===== src/rtl/rx_drain_sched.sv =====
// rx_drain_sched: host-side scheduler for the RX DDR ring filled by the DMA write engine.
// It enables the writer, issues one packet-sized read request per available packet,
// retires each packet with a 4-phase tick/ack handshake and recovers from overflow
// by stopping the writer, discarding the ring and re-aligning both pointers to base.
// Ports:
//   aclk, aresetn                       clock, async active-low reset
//   run, stop_on_overflow               control levels
//   buffer_base_address, buffer_size,
//   buffer_packet_size_bytes            ring geometry
//   write_enable, write_state, buffer_empty, buffer_overflow, buffer_occupation,
//   buffer_packet_tick, buffer_packet_tick_ack    write-engine interface
//   xfer_req_valid/ready/addr/len, xfer_done, xfer_err    downstream DMA interface
//   sched_state, read_offset, packets_sent, overflow_events, fault    status
module rx_drain_sched #(
  parameter int unsigned TIMEOUT_CYCLES = 2**24,
  parameter int unsigned ADDR_W         = 48
) (
  input  logic              aclk,
  input  logic              aresetn,
  input  logic              run,
  input  logic              stop_on_overflow,
  input  logic [ADDR_W-1:0] buffer_base_address,
  input  logic [31:0]       buffer_size,
  input  logic [16:0]       buffer_packet_size_bytes,
  output logic              write_enable,
  input  logic [2:0]        write_state,
  input  logic              buffer_empty,
  input  logic              buffer_overflow,
  input  logic [31:0]       buffer_occupation,
  output logic              buffer_packet_tick,
  input  logic              buffer_packet_tick_ack,
  output logic              xfer_req_valid,
  input  logic              xfer_req_ready,
  output logic [ADDR_W-1:0] xfer_req_addr,
  output logic [16:0]       xfer_req_len,
  input  logic              xfer_done,
  input  logic              xfer_err,
  output logic [2:0]        sched_state,
  output logic [31:0]       read_offset,
  output logic [31:0]       packets_sent,
  output logic [31:0]       overflow_events,
  output logic              fault
);

  localparam int unsigned TMR_W = (TIMEOUT_CYCLES > 2) ? $clog2(TIMEOUT_CYCLES) : 1;
  localparam logic [TMR_W-1:0] TMR_LAST = TMR_W'(TIMEOUT_CYCLES - 1);

  typedef enum logic [2:0] {
    S_IDLE  = 3'd0,
    S_WAIT  = 3'd1,
    S_REQ   = 3'd2,
    S_XFER  = 3'd3,
    S_TICK  = 3'd4,
    S_STOPW = 3'd5,
    S_DRAIN = 3'd6,
    S_FAULT = 3'd7
  } state_e;

  state_e              state_q, state_d;
  logic                we_q, we_d;
  logic                tick_q, tick_d;
  logic                valid_q, valid_d;
  logic [ADDR_W-1:0]   addr_q, addr_d;
  logic [16:0]         len_q, len_d;
  logic [31:0]         offset_q, offset_d;
  logic [31:0]         pkts_q, pkts_d;
  logic [31:0]         ovf_cnt_q, ovf_cnt_d;
  logic                fault_q, fault_d;
  logic                ovf_flag_q, ovf_flag_d;
  logic [TMR_W-1:0]    timer_q, timer_d;
  logic [32:0]         offset_sum;

  // Next read offset after retiring one packet; geometry guarantees an exact wrap.
  assign offset_sum = 33'(offset_q) + 33'(len_q);

  // Next-state and next-output logic.
  always_comb begin
    state_d    = state_q;
    tick_d     = tick_q;
    addr_d     = addr_q;
    len_d      = len_q;
    offset_d   = offset_q;
    pkts_d     = pkts_q;
    timer_d    = timer_q;
    ovf_cnt_d  = ovf_cnt_q;
    ovf_flag_d = ovf_flag_q | (buffer_overflow & stop_on_overflow);

    if (buffer_overflow && (ovf_cnt_q != 32'hFFFF_FFFF)) ovf_cnt_d = ovf_cnt_q + 32'd1;

    case (state_q)
      S_IDLE: begin
        if (run && (write_state == 3'd0)) state_d = S_WAIT;
      end
      S_WAIT: begin
        // Flag is registered, so an overflow in the same cycle as a request decision
        // only takes effect at the next visit to WAIT.
        if (!run) begin
          state_d = S_IDLE;
        end else if (ovf_flag_q && stop_on_overflow) begin
          state_d = S_STOPW;
        end else if (!buffer_empty) begin
          addr_d  = buffer_base_address + ADDR_W'(offset_q);
          len_d   = buffer_packet_size_bytes;
          state_d = S_REQ;
        end
      end
      S_REQ: begin
        // Accepted request is committed even if run drops in the same cycle.
        if (xfer_req_ready) begin
          timer_d = '0;
          state_d = S_XFER;
        end else if (!run) begin
          state_d = S_IDLE;
        end
      end
      S_XFER: begin
        if (xfer_done) begin
          state_d = xfer_err ? S_FAULT : S_TICK;
          tick_d  = !xfer_err;
        end else if (timer_q == TMR_LAST) begin
          state_d = S_FAULT;
        end else begin
          timer_d = timer_q + TMR_W'(1);
        end
      end
      S_TICK: begin
        if (tick_q) begin
          if (buffer_packet_tick_ack) tick_d = 1'b0;
        end else if (!buffer_packet_tick_ack) begin
          pkts_d   = pkts_q + 32'd1;
          offset_d = (offset_sum >= 33'(buffer_size)) ? 32'd0 : offset_sum[31:0];
          state_d  = S_WAIT;
        end
      end
      S_STOPW: begin
        if (write_state == 3'd0) state_d = S_DRAIN;
      end
      S_DRAIN: begin
        // Discard ticks; occupation is only trusted between handshakes.
        if (tick_q) begin
          if (buffer_packet_tick_ack) tick_d = 1'b0;
        end else if (!buffer_packet_tick_ack) begin
          if (buffer_occupation == 32'd0) begin
            offset_d   = 32'd0;
            ovf_flag_d = 1'b0;
            state_d    = run ? S_WAIT : S_IDLE;
          end else if (!run) begin
            ovf_flag_d = 1'b0;
            state_d    = S_IDLE;
          end else begin
            tick_d = 1'b1;
          end
        end
      end
      S_FAULT: begin
        if (!run) state_d = S_IDLE;
      end
      default: state_d = S_IDLE;
    endcase

    valid_d = (state_d == S_REQ);
    we_d    = (state_d == S_WAIT) || (state_d == S_REQ) ||
              (state_d == S_XFER) || (state_d == S_TICK);
    fault_d = (state_d == S_FAULT);
    if (state_d == S_IDLE) offset_d = 32'd0;
  end

  // State and output registers.
  always_ff @(posedge aclk or negedge aresetn) begin
    if (!aresetn) begin
      state_q    <= S_IDLE;
      we_q       <= 1'b0;
      tick_q     <= 1'b0;
      valid_q    <= 1'b0;
      addr_q     <= '0;
      len_q      <= '0;
      offset_q   <= '0;
      pkts_q     <= '0;
      ovf_cnt_q  <= '0;
      fault_q    <= 1'b0;
      ovf_flag_q <= 1'b0;
      timer_q    <= '0;
    end else begin
      state_q    <= state_d;
      we_q       <= we_d;
      tick_q     <= tick_d;
      valid_q    <= valid_d;
      addr_q     <= addr_d;
      len_q      <= len_d;
      offset_q   <= offset_d;
      pkts_q     <= pkts_d;
      ovf_cnt_q  <= ovf_cnt_d;
      fault_q    <= fault_d;
      ovf_flag_q <= ovf_flag_d;
      timer_q    <= timer_d;
    end
  end

  assign sched_state        = state_q;
  assign write_enable       = we_q;
  assign buffer_packet_tick = tick_q;
  assign xfer_req_valid     = valid_q;
  assign xfer_req_addr      = addr_q;
  assign xfer_req_len       = len_q;
  assign read_offset        = offset_q;
  assign packets_sent       = pkts_q;
  assign overflow_events    = ovf_cnt_q;
  assign fault              = fault_q;

endmodule


===== config.mk =====
export PLATFORM = sky130hd
export DESIGN_NAME = rx_drain_sched
export DESIGN_NICKNAME = d
export VERILOG_FILES = /design/src/rtl/rx_drain_sched.sv
export SDC_FILE = /design/constraint.sdc
export NUM_CORES = 1
export LEC_CHECK = 0
export BUFFER_PORTS_ARGS = -buffer_cell sky130_fd_sc_hd__buf_4
export CAP_MARGIN = 25
export CORE_UTILIZATION = 50
export DETAILED_ROUTE_END_ITERATION = 8
export PLACE_DENSITY = 0.83
export SLEW_MARGIN = 20
export SYNTH_ARGS = -nofsm -noshare
export SYNTH_HDL_FRONTEND = slang
export SYNTH_SLANG_ARGS = --single-unit

===== constraint.sdc =====
create_clock -name aclk -period 9.5 [get_ports aclk]
set_clock_uncertainty 0.2 [all_clocks]
set_input_delay 1.9 -clock aclk [delete_from_list [all_inputs] [get_ports aclk]]
set_output_delay 1.9 -clock aclk [all_outputs]
set_load 0.01 [all_outputs]

* Word level (Yosys, flattened, before mapping) *
Cells that the tools add are included.

word-level totals
  register bits = 193
  bits of input ports = 142
  output and inout port bits = 168
  logic and storage cells = 108

cells by class
  $add $sub $neg = 5
  order comparisons = 1
  eq/ne operators = 23
  muxes and demuxes = 42
  bitwise gates (word level) = 6
  reduce and logical (&&, ||, !) cells = 19

operator list
  kind                   number
  $mux 32                7
  $mux 24                3
  $add 32x1->32 const B  2
  $pmux 32 s2            1
  $add 48x32->48         1
  $pmux 24 s2            1
  $mux 3                 14
  $add 32x17->33         1
  $ge 33x32->1           1
  $logic_not 32->1       1
  $ne 32x32->1 const B   1
  $add 24x1->24 const B  1
  $eq 24x24->1 const B   1
  $pmux 3 s8             1
  $eq 3x3->1 const B     6
  $ne 3x3->1 const B     5
  $mux 1                 13
  $eq 3x2->1 const B     4
  $logic_not 3->1        3
  $ne 2x2->1 const B     4
  $reduce_and 4->1       2
  $eq 3x1->1 const B     2
  $reduce_and 6->1       1
  $reduce_bool 3->1      2
  11 further kinds       18

* Depth between registers and ports, before layout *
Gate-level depths: netlist of the first run.

  depth after elaboration = 9
  depth in mapped cells = 23
  gate-level depth less buffers = 21

* Worst setup path after synthesis of the first run *
Ideal clock, no wire load.

  path type = flip-flop to flip-flop
  start point = register offset_q[2], in the netlist read_offset[2]
  end point = register offset_q[10], in the netlist read_offset[10]
  library setup time = 121 ps
  arrival time = 4486 ps
  data required time = 9179 ps
  path slack = 4693 ps
  cell stages (with the launch flop) = 21
  buffers on the path = 2
  clock period less this slack = 4807 ps
  cell sequence = dfrtp_1 > ha_1 > o21ai_0 > o211ai_1 > a41oi_1 > o311ai_2 > a41oi_2 > nor2_4 > nand2_1 > xnor2_1 > ha_1 > nand4_2 > nor4_4 > nand2_1 > or4_1 > nand3b_1 > a31oi_4 > o21a_4 > buf_12 > buf_6 > a22o_1

between the ends
  cells in the longest elaborated chain, start to end = 7

ends and longest elaborated chain
  element                 RTL line  source
  start, declared         65        logic [31:0] offset_q, offset_d;
  start signal, assigned  190       offset_q <= offset_d;
  $add 32x17->33 *        74        assign offset_sum = 33'(offset_q) + 33'(len_q);
  $ge 33x32->1            131       offset_d = (offset_sum >= 33'(buffer_size)) ? 32'd0 : offset_sum[31:0];
  $mux 32 *               131
  $mux 32 *               129       end else if (!buffer_packet_tick_ack) begin
  $mux 32 *               127       if (tick_q) begin
  $pmux 32 s2 *           90        case (state_q)
  $mux 32 *               165       if (state_d == S_IDLE) offset_d = 32'd0;

Mark *: on every way between the ends. The rest lies on a longest branch, timed or not. The select of a mux whose other input is x is not followed.
A chain may end at the register's enable or synchronous reset.

* Worst setup path in the final report of the first run *
  start point = register offset_q[0], in the netlist read_offset[0]
  end point = register offset_q[17], in the netlist read_offset[17]

The elaborated chain is that of the path after synthesis.

==> flow_summary_export.csv, run 1 <==
group,metric,value,unit
floorplanning,die_y,159,um
floorplanning,core_area,0.0238,mm2
timing,worst_slew_pin_slew,986,ps
logic_synthesis,synth_nets,1558,
clocking,cts-buffers-inserted,17,
logic_synthesis,synth_enable_flop_cells,0,
min_path,hp-start,"xfer_req_addr[12]$_DFFE_PN0P_",
logic_synthesis,synth_cell_types,85,
worst_setup_path,critPathKind,"flop to flop",
drt,wl_per_cell,17.1,um
timing,rsz0062_at_grt,"no",
logic_synthesis,synth-warning-count,0,
layout,drive_gt1_frac,0.235,
timing,slew_headroom,0.343,
logic_synthesis,yosys.area.top_type,"dfrtp_1",
timing,hold_viol,0,
logic_synthesis,synth_cells,1330,
clocking,holdBufCountCts,0,
min_path,hold_path_class,"flop to flop",
grt,grt_overflow_total,0,
clocking,cts.htree.levels,4,
power,p_leak,0.00777,uW
timing,tns,0,ps
min_path,hold_path_end,"xfer_req_addr[12]$_DFFE_PN0P_",
floorplanning,start_util,0.516,
timing,setup_ws,4110,ps
power,finalPower,3470,uW
min_path,min_path_cells,2,
power,p_comb_frac,0.440,
grt,grt_pass1_vias,10700,
outcome,outcome,"complete, no violations",
worst_setup_path,cp-start-kind,"flop",
floorplanning,die-area,0.0252,mm2
clocking,clk_latency,440,ps
placed_design,post-place-ws,4210,ps
clocking,cts_tree,"done",
timing,fin_crit_sh,0.567,
floorplanning,ioPinCount,310,
worst_setup_path,reg2reg_to,"read_offset[17]$_DFFE_PN0P_",
worst_setup_path,critical_path.max_stage_delay,520,ps
worst_setup_path,endpoint_kind,"flop",
logic_synthesis,synth-main-ff-cell,"dfrtp_1",
logic_synthesis,async_reset_ff_frac,1.00,
worst_setup_path,arrival,5510,ps
logic_synthesis,syn_area_per_cell,9.22,um2
worst_setup_path,r2r-start,"read_offset[0]$_DFFE_PN0P_",
clocking,cts_buffer_depth,2,
worst_setup_path,path_cells,"ha_1, inv_1, fa_1, nor2b_1, o31ai_1, o211ai_1, o21ai_1, a21oi_1, o21ai_1, nor2_1, xor2_1, ha_1, nand4_2, nor4_4, nand2_1, or4_1, nand3b_1, a31oi_4, o21a_4, a21oi_1, mux2i_1",
clocking,ctsRootBufferMaster,"clkbuf_16",
timing,hold_ws,286,ps
power,ir_worst_vdd,0.000156,V
logic_synthesis,synth_area_leaders,"dfrtp_1 39%, ha_1 8.6%, xnor2_1 7.0%",
floorplanning,fp-row-count,56,
worst_setup_path,crit_fanout,39,
drt,vias_per_cell,5.64,
placed_design,place_congestion,0.942,
floorplanning,die_w,159,um
logic_synthesis,yosys_register_bits,193,
logic_synthesis,netlist_area,0.0123,mm2
logic_synthesis,yosys.area.top_type_share,0.394,
power,pwr-share-clk,0.215,
power,p_sw_frac,0.406,
clocking,clk_pin_slew,90,ps
layout,syn_to_final_growth,26.2,%
layout,num_antenna_cells,0,
worst_setup_path,r2r_cells,21,
drt,drc,0,
power,p_switching,1410,uW
power,pwr_density_cell,224,mW/mm2
layout,mostFrequentLayoutCells,"312 x buf_4, 197 x nand2_1, 193 x dfrtp_1",
worst_setup_path,critPathSlowestCell,"or4_1",
grt,antenna_found_initial,0,
layout,final_common_cell,"buf_4",
timing,finalSetupViolations,0,
drt,dr.pass1.iters,5,
timing,period_needed,5390,ps
grt,grt_max_degree,107,
worst_setup_path,cp_data_required_time,9610,ps
clocking,post-cts-setup-buffers,0,
clocking,cts_sinks,193,
placed_design,post-dp-hpwl,26.3,mm
grt,grt_first_pass_wirelength,52.7,mm
drt,drt_iter0_markers,727,
layout,nets,1859,
placed_design,place.port_buffers,309,
drt,antenna_left,0,
logic_synthesis,seq_area_frac_synth,0.394,
timing,timing.fmax,186,MHz
run,max_cap_viol_count,0,
power,internal-power,2060,uW
grt,track_usage,0.270,
clocking,post_cts_resized,0,
timing,slew_viol_final,0,
worst_setup_path,ff2ff_setup_slack,4110,ps
power,p_seq_frac,0.345,
drt,wl,33.5,mm
drt,vias,11100,
-- critical path: cells and delay by family (launching register included) --
family                     cells  cell delay (ps)
AOI/OAI and AO/OA              8             1970
and+or+nand+nor                7             1510
adders and majority gates      3              760
DFF                            1              430
xor gates and xnor gates       1              190
muxes                          1              100
buffers and inverters          1               80
-- state kept, by name, indices dropped and copies added (netlist names), 3 cells and up --
name / cells
read_offset: 32
packets_sent: 32
xfer_req_addr: 48
timer_q: 24
sched_state: 3
overflow_events: 32
xfer_req_len: 17
-- cells in the mapped netlist (6+ instances only) --
master and n:
a211oi_1 9, a21o_1 26, a21oi_1 71, a22o_1 20, a31oi_1 12, and2_1 7, and3_1 24, clkbuf_1 20
dfrtp_1 193, ha_1 84, inv_1 64, mux2i_1 7, nand2_1 198, nand2b_1 21, nand3_1 56, nand4_1 22
nor2_1 87, nor2b_1 6, nor3_1 15, nor4_1 16, o211ai_1 7, o21a_1 10, o21ai_0 68, o21ai_1 17
or3_1 8, xnor2_1 98, xor2_1 55
-- layout make-up --
type,instances,area [um2]
clock inverters,15,201
inverters,64,240
multi-input cells,1042,7020
flip-flops and latches,193,4830
repair buffers,313,2360
clock buffers,17,425
fillers,1872,8280
well taps,319,399
-- how the worst max path moves through the flow --
| stage | start | to | depth (start not counted) | slack (ps) |
|---|---|---|---|---|
| after detailed placement | read_offset[3]$_DFFE_PN0P_ | read_offset[18]$_DFFE_PN0P_ | 19 | 4210 |
| after global routing | read_offset[0]$_DFFE_PN0P_ | read_offset[29]$_DFFE_PN0P_ | 21 | 3740 |
| after global placement | read_offset[1]$_DFFE_PN0P_ | read_offset[27]$_DFFE_PN0P_ | 19 | 4360 |
| final | read_offset[0]$_DFFE_PN0P_ | read_offset[17]$_DFFE_PN0P_ | 21 | 4110 |
| after floorplan | read_offset[2]$_DFFE_PN0P_ | read_offset[10]$_DFFE_PN0P_ | 20 | 4690 |
| after CTS | read_offset[0]$_DFFE_PN0P_ | read_offset[17]$_DFFE_PN0P_ | 21 | 4190 |
-- routing by layer --
metal  part of all wire  global-route usage  wire length [um]
met1               0.41               0.336             13800
met2               0.49               0.472             16400
met3              0.075              0.0482              2500
met4              0.023              0.0888               775
met5                  0                   0                 0
-- stage by stage --
step	area, um2	utilization	std cells
final	15500	0.651	1963
after global routing	15500	0.651	1963
after CTS	15500	0.651	1963
after detailed placement	14800	0.625	1931
after global placement	14800	0.625	1931
after floorplan	12300	-	1330
-- power groups by stage --
stage / logic [uW] / registers (uW) / clock network [uW]
2_1_floorplan: 839 / 1250 / 0
3_3_place_gp: 1470 / 1200 / 0
3_5_place_dp: 1510 / 1210 / 0
4_1_cts: 1520 / 1190 / 761
5_1_grt: 1670 / 1230 / 790
6_report: 1530 / 1200 / 747
-- kinds of logic after synthesis --
group / synth area share
and+or+nand+nor: 0.206
AOI/OAI and AO/OA: 0.157
xor gates and xnor gates: 0.111
DFF: 0.394
muxes: 0.00939
adders and majority gates: 0.0890
buffers and inverters: 0.0342
Note: power is estimated with default switching activity, not from simulation.
==> inputs of run 2 (changes only) <==
ABC_AREA = 1   (was default)
PLACE_DENSITY = 0.85   (was 0.83)
clock period = 4.6 ns   (was 9.5 ns; I/O delays follow)
==> run 2 against run 1 <==
  * Sequential power grew 110%
  * Largest power group unchanged
  * Worst hold slack lost 0.81 ps
  * Critical path type unchanged
  * Highest routed layer unchanged
  * Synthesized cell count grew 43%
  * First-iteration DRC count grew 94%
  * Critical path depth grew 4
  * Sequential share of layout area shrank 3.1 points
==> flow_summary_export.csv, run 2 <==
group,metric,value,unit
floorplanning,die-area,0.0283,mm2
floorplanning,die_w,168,um
timing,slew_viol_final,0,
drt,vias_per_cell,5.56,
logic_synthesis,synth_enable_flop_cells,0,
clocking,clk_pin_slew,90,ps
layout,seq_area,0.00483,mm2
timing,tns,0,ps
logic_synthesis,yosys.area.top_type,"dfrtp_1",
clocking,cts-buffers-inserted,17,
logic_synthesis,netlist_area,0.0138,mm2
floorplanning,core_area,0.0270,mm2
worst_setup_path,path_delay_family,"adder cells",
placed_design,post-dp-hpwl,36.1,mm
worst_setup_path,critical_path.max_stage_delay,420,ps
drt,drt_iter0_markers,1410,
layout,fillers,2451,
min_path,hp-start,"xfer_req_addr[46]$_DFFE_PN0P_",
layout,mostFrequentLayoutCells,"470 x nand2_1, 321 x buf_4, 221 x inv_1",
timing,fin_crit_sh,0.892,
worst_setup_path,endpoint_kind,"flop",
worst_setup_path,r2r_cells,25,
logic_synthesis,yosys_register_bits,193,
clocking,post-cts-setup-buffers,0,
logic_synthesis,syn_area_per_cell,7.25,um2
drt,wl_per_cell,17.8,um
floorplanning,ioPinCount,310,
worst_setup_path,ff2ff_setup_slack,490,ps
logic_synthesis,async_reset_ff_frac,1.00,
timing,hold_viol,0,
logic_synthesis,synth_area_leaders,"dfrtp_1 35%, nand2_1 13%, ha_1 7.6%",
timing,timing.fmax,244,MHz
logic_synthesis,synth_cell_types,48,
logic_synthesis,netlist_top_cells_count,"470 x nand2_1, 221 x inv_1, 193 x dfrtp_1",
worst_setup_path,cp_data_required_time,4790,ps
worst_setup_path,cp_num_buf_inv,4,
clocking,ctsRootBufferMaster,"clkbuf_16",
power,p_leak,0.00884,uW
worst_setup_path,r2r-start,"read_offset[0]$_DFFE_PN0P_",
worst_setup_path,cp-start-kind,"flop",
min_path,hold_path_end,"xfer_req_addr[46]$_DFFE_PN0P_",
worst_setup_path,critPathSlowestCell,"dfrtp_1",
grt,grt_pass1_vias,13800,
timing,slew_headroom,0.446,
clocking,cts_sinks,193,
placed_design,dpl.cell_count,2533,
drt,vias,14300,
logic_synthesis,synth.most_common_cell,"nand2_1",
timing,worst_slew_pin_slew,831,ps
grt,track_usage,0.327,
floorplanning,die_y,168,um
clocking,cts.htree.levels,4,
grt,grt_overflow_total,0,
layout,final_common_cell,"nand2_1",
logic_synthesis,yosys.area.top_type_share,0.350,
clocking,post_cts_resized,0,
placed_design,place.port_buffers,309,
layout,nets,2439,
drt,drc,0,
worst_setup_path,crit_fanout,20,
logic_synthesis,synth_cells,1904,
grt,grt_first_pass_wirelength,72.7,mm
floorplanning,start_util,0.511,
outcome,outcome,"complete, no violations",
drt,wl,45.8,mm
layout,multi_input_area,0.00792,mm2
power,pwr_density_cell,401,mW/mm2
grt,antenna_found_initial,4,
grt,grt_max_degree,96,
placed_design,place_congestion,0.973,
logic_synthesis,seq_area_frac_synth,0.350,
logic_synthesis,synth-main-ff-cell,"dfrtp_1",
layout,largest_register_ffs,48,
min_path,min_path_cells,2,
logic_synthesis,synth-warning-count,0,
layout,drive_gt1_frac,0.185,
worst_setup_path,arrival,4300,ps
min_path,hold_path_class,"flop to flop",
layout,syn_to_final_growth,24.4,%
run,max_cap_viol_count,0,
power,ir_worst_vdd,0.000305,V
timing,period_needed,4110,ps
logic_synthesis,synth_nets,2132,
worst_setup_path,crit_top_cell,"nand2_1",
worst_setup_path,reg2reg_to,"read_offset[30]$_DFFE_PN0P_",
layout,stdcell_count,2569,
clocking,clk_latency,460,ps
drt,dr.pass1.iters,8,
clocking,cts_tree,"done",
floorplanning,fp-row-count,60,
drt,antenna_left,0,
worst_setup_path,critPathKind,"flop to flop",
timing,finalSetupViolations,0,
clocking,holdBufCountCts,0,
timing,rsz0062_at_grt,"no",
clocking,cts_buffer_depth,2,
## run 2: final cells by class
class | count | area share
clock buffer | 17 | 0.0248
sequential | 193 | 0.281
timing repair buffer | 322 | 0.141
inverter | 244 | 0.0535
clock inverter | 15 | 0.0128
multi-input combinational | 1433 | 0.461
antenna | 4 | 0.000583
tap | 341 | 0.0249
## run 2: worst max path at each step
stage	startpoint	end	slack [ps]	cells past startpoint
final	read_offset[0]$_DFFE_PN0P_	read_offset[30]$_DFFE_PN0P_	490	25
after global placement	read_offset[4]$_DFFE_PN0P_	read_offset[3]$_DFFE_PN0P_	670	21
after floorplan	read_offset[0]$_DFFE_PN0P_	read_offset[10]$_DFFE_PN0P_	1040	24
after global routing	read_offset[0]$_DFFE_PN0P_	read_offset[8]$_DFFE_PN0P_	120	24
after CTS	read_offset[0]$_DFFE_PN0P_	read_offset[8]$_DFFE_PN0P_	570	24
after detailed placement	read_offset[0]$_DFFE_PN0P_	read_offset[8]$_DFFE_PN0P_	580	24
## run 2: worst reg2reg max path, cell delays in order, from the launching register on
cell	delay, ps
dfrtp_1	420
ha_1	190
inv_1	50
fa_1	390
inv_1	80
nand3_1	60
nand2_1	130
a21boi_1	120
o21ai_1	300
a21oi_1	180
xnor2_1	330
ha_1	310
nand2_1	60
inv_1	30
o21bai_1	110
nand2_1	70
a21oi_1	160
nand2_1	70
nand2_1	50
nand2_1	40
nand2_1	60
nand2_1	40
nand2_1	70
buf_4	260
nand4_1	150
nand2_1	90
## run 2: kinds of logic (layout without fill, tap and decap cells)
group,count (synthesis),in the layout,share of synthesized area
simple gates,968,968,0.313
buf+inv,278,598,0.0770
compound gates,255,255,0.102
flops,193,193,0.350
xor+xnor,124,124,0.0787
fa+ha+maj,86,86,0.0790
other cells,0,4,0
## run 2: per-stage QoR
stage,total power [uW],util,area [um2],hold WS [ps],setup WS [ps]
global route,7280,0.635,17200,304,123
finish,6890,0.635,17200,285,495
floorplan,3990,-,13800,291,1040
CTS,6870,0.635,17200,289,570
detailed placement,5250,0.611,16500,266,583
global placement,5160,0.611,16500,264,674
## run 2: layer usage
layer / global-route usage / wire (um) / vias up
met5: 0 / 0 / -
met4: 0.117 / 1510 / 0
met3: 0.0693 / 3880 / 87
met2: 0.529 / 21000 / 671
met1: 0.433 / 19400 / 6639
li1: - / - / 6897
## run 2: power by group
group | switching [uW] | leakage, uW | internal [uW] | total, uW
logic | 1640 | 0.00602 | 1110 | 2750
clock network | 853 | 0.000308 | 765 | 1620
registers | 416 | 0.00251 | 2100 | 2520
total | 2910 | 0.00884 | 3980 | 6890
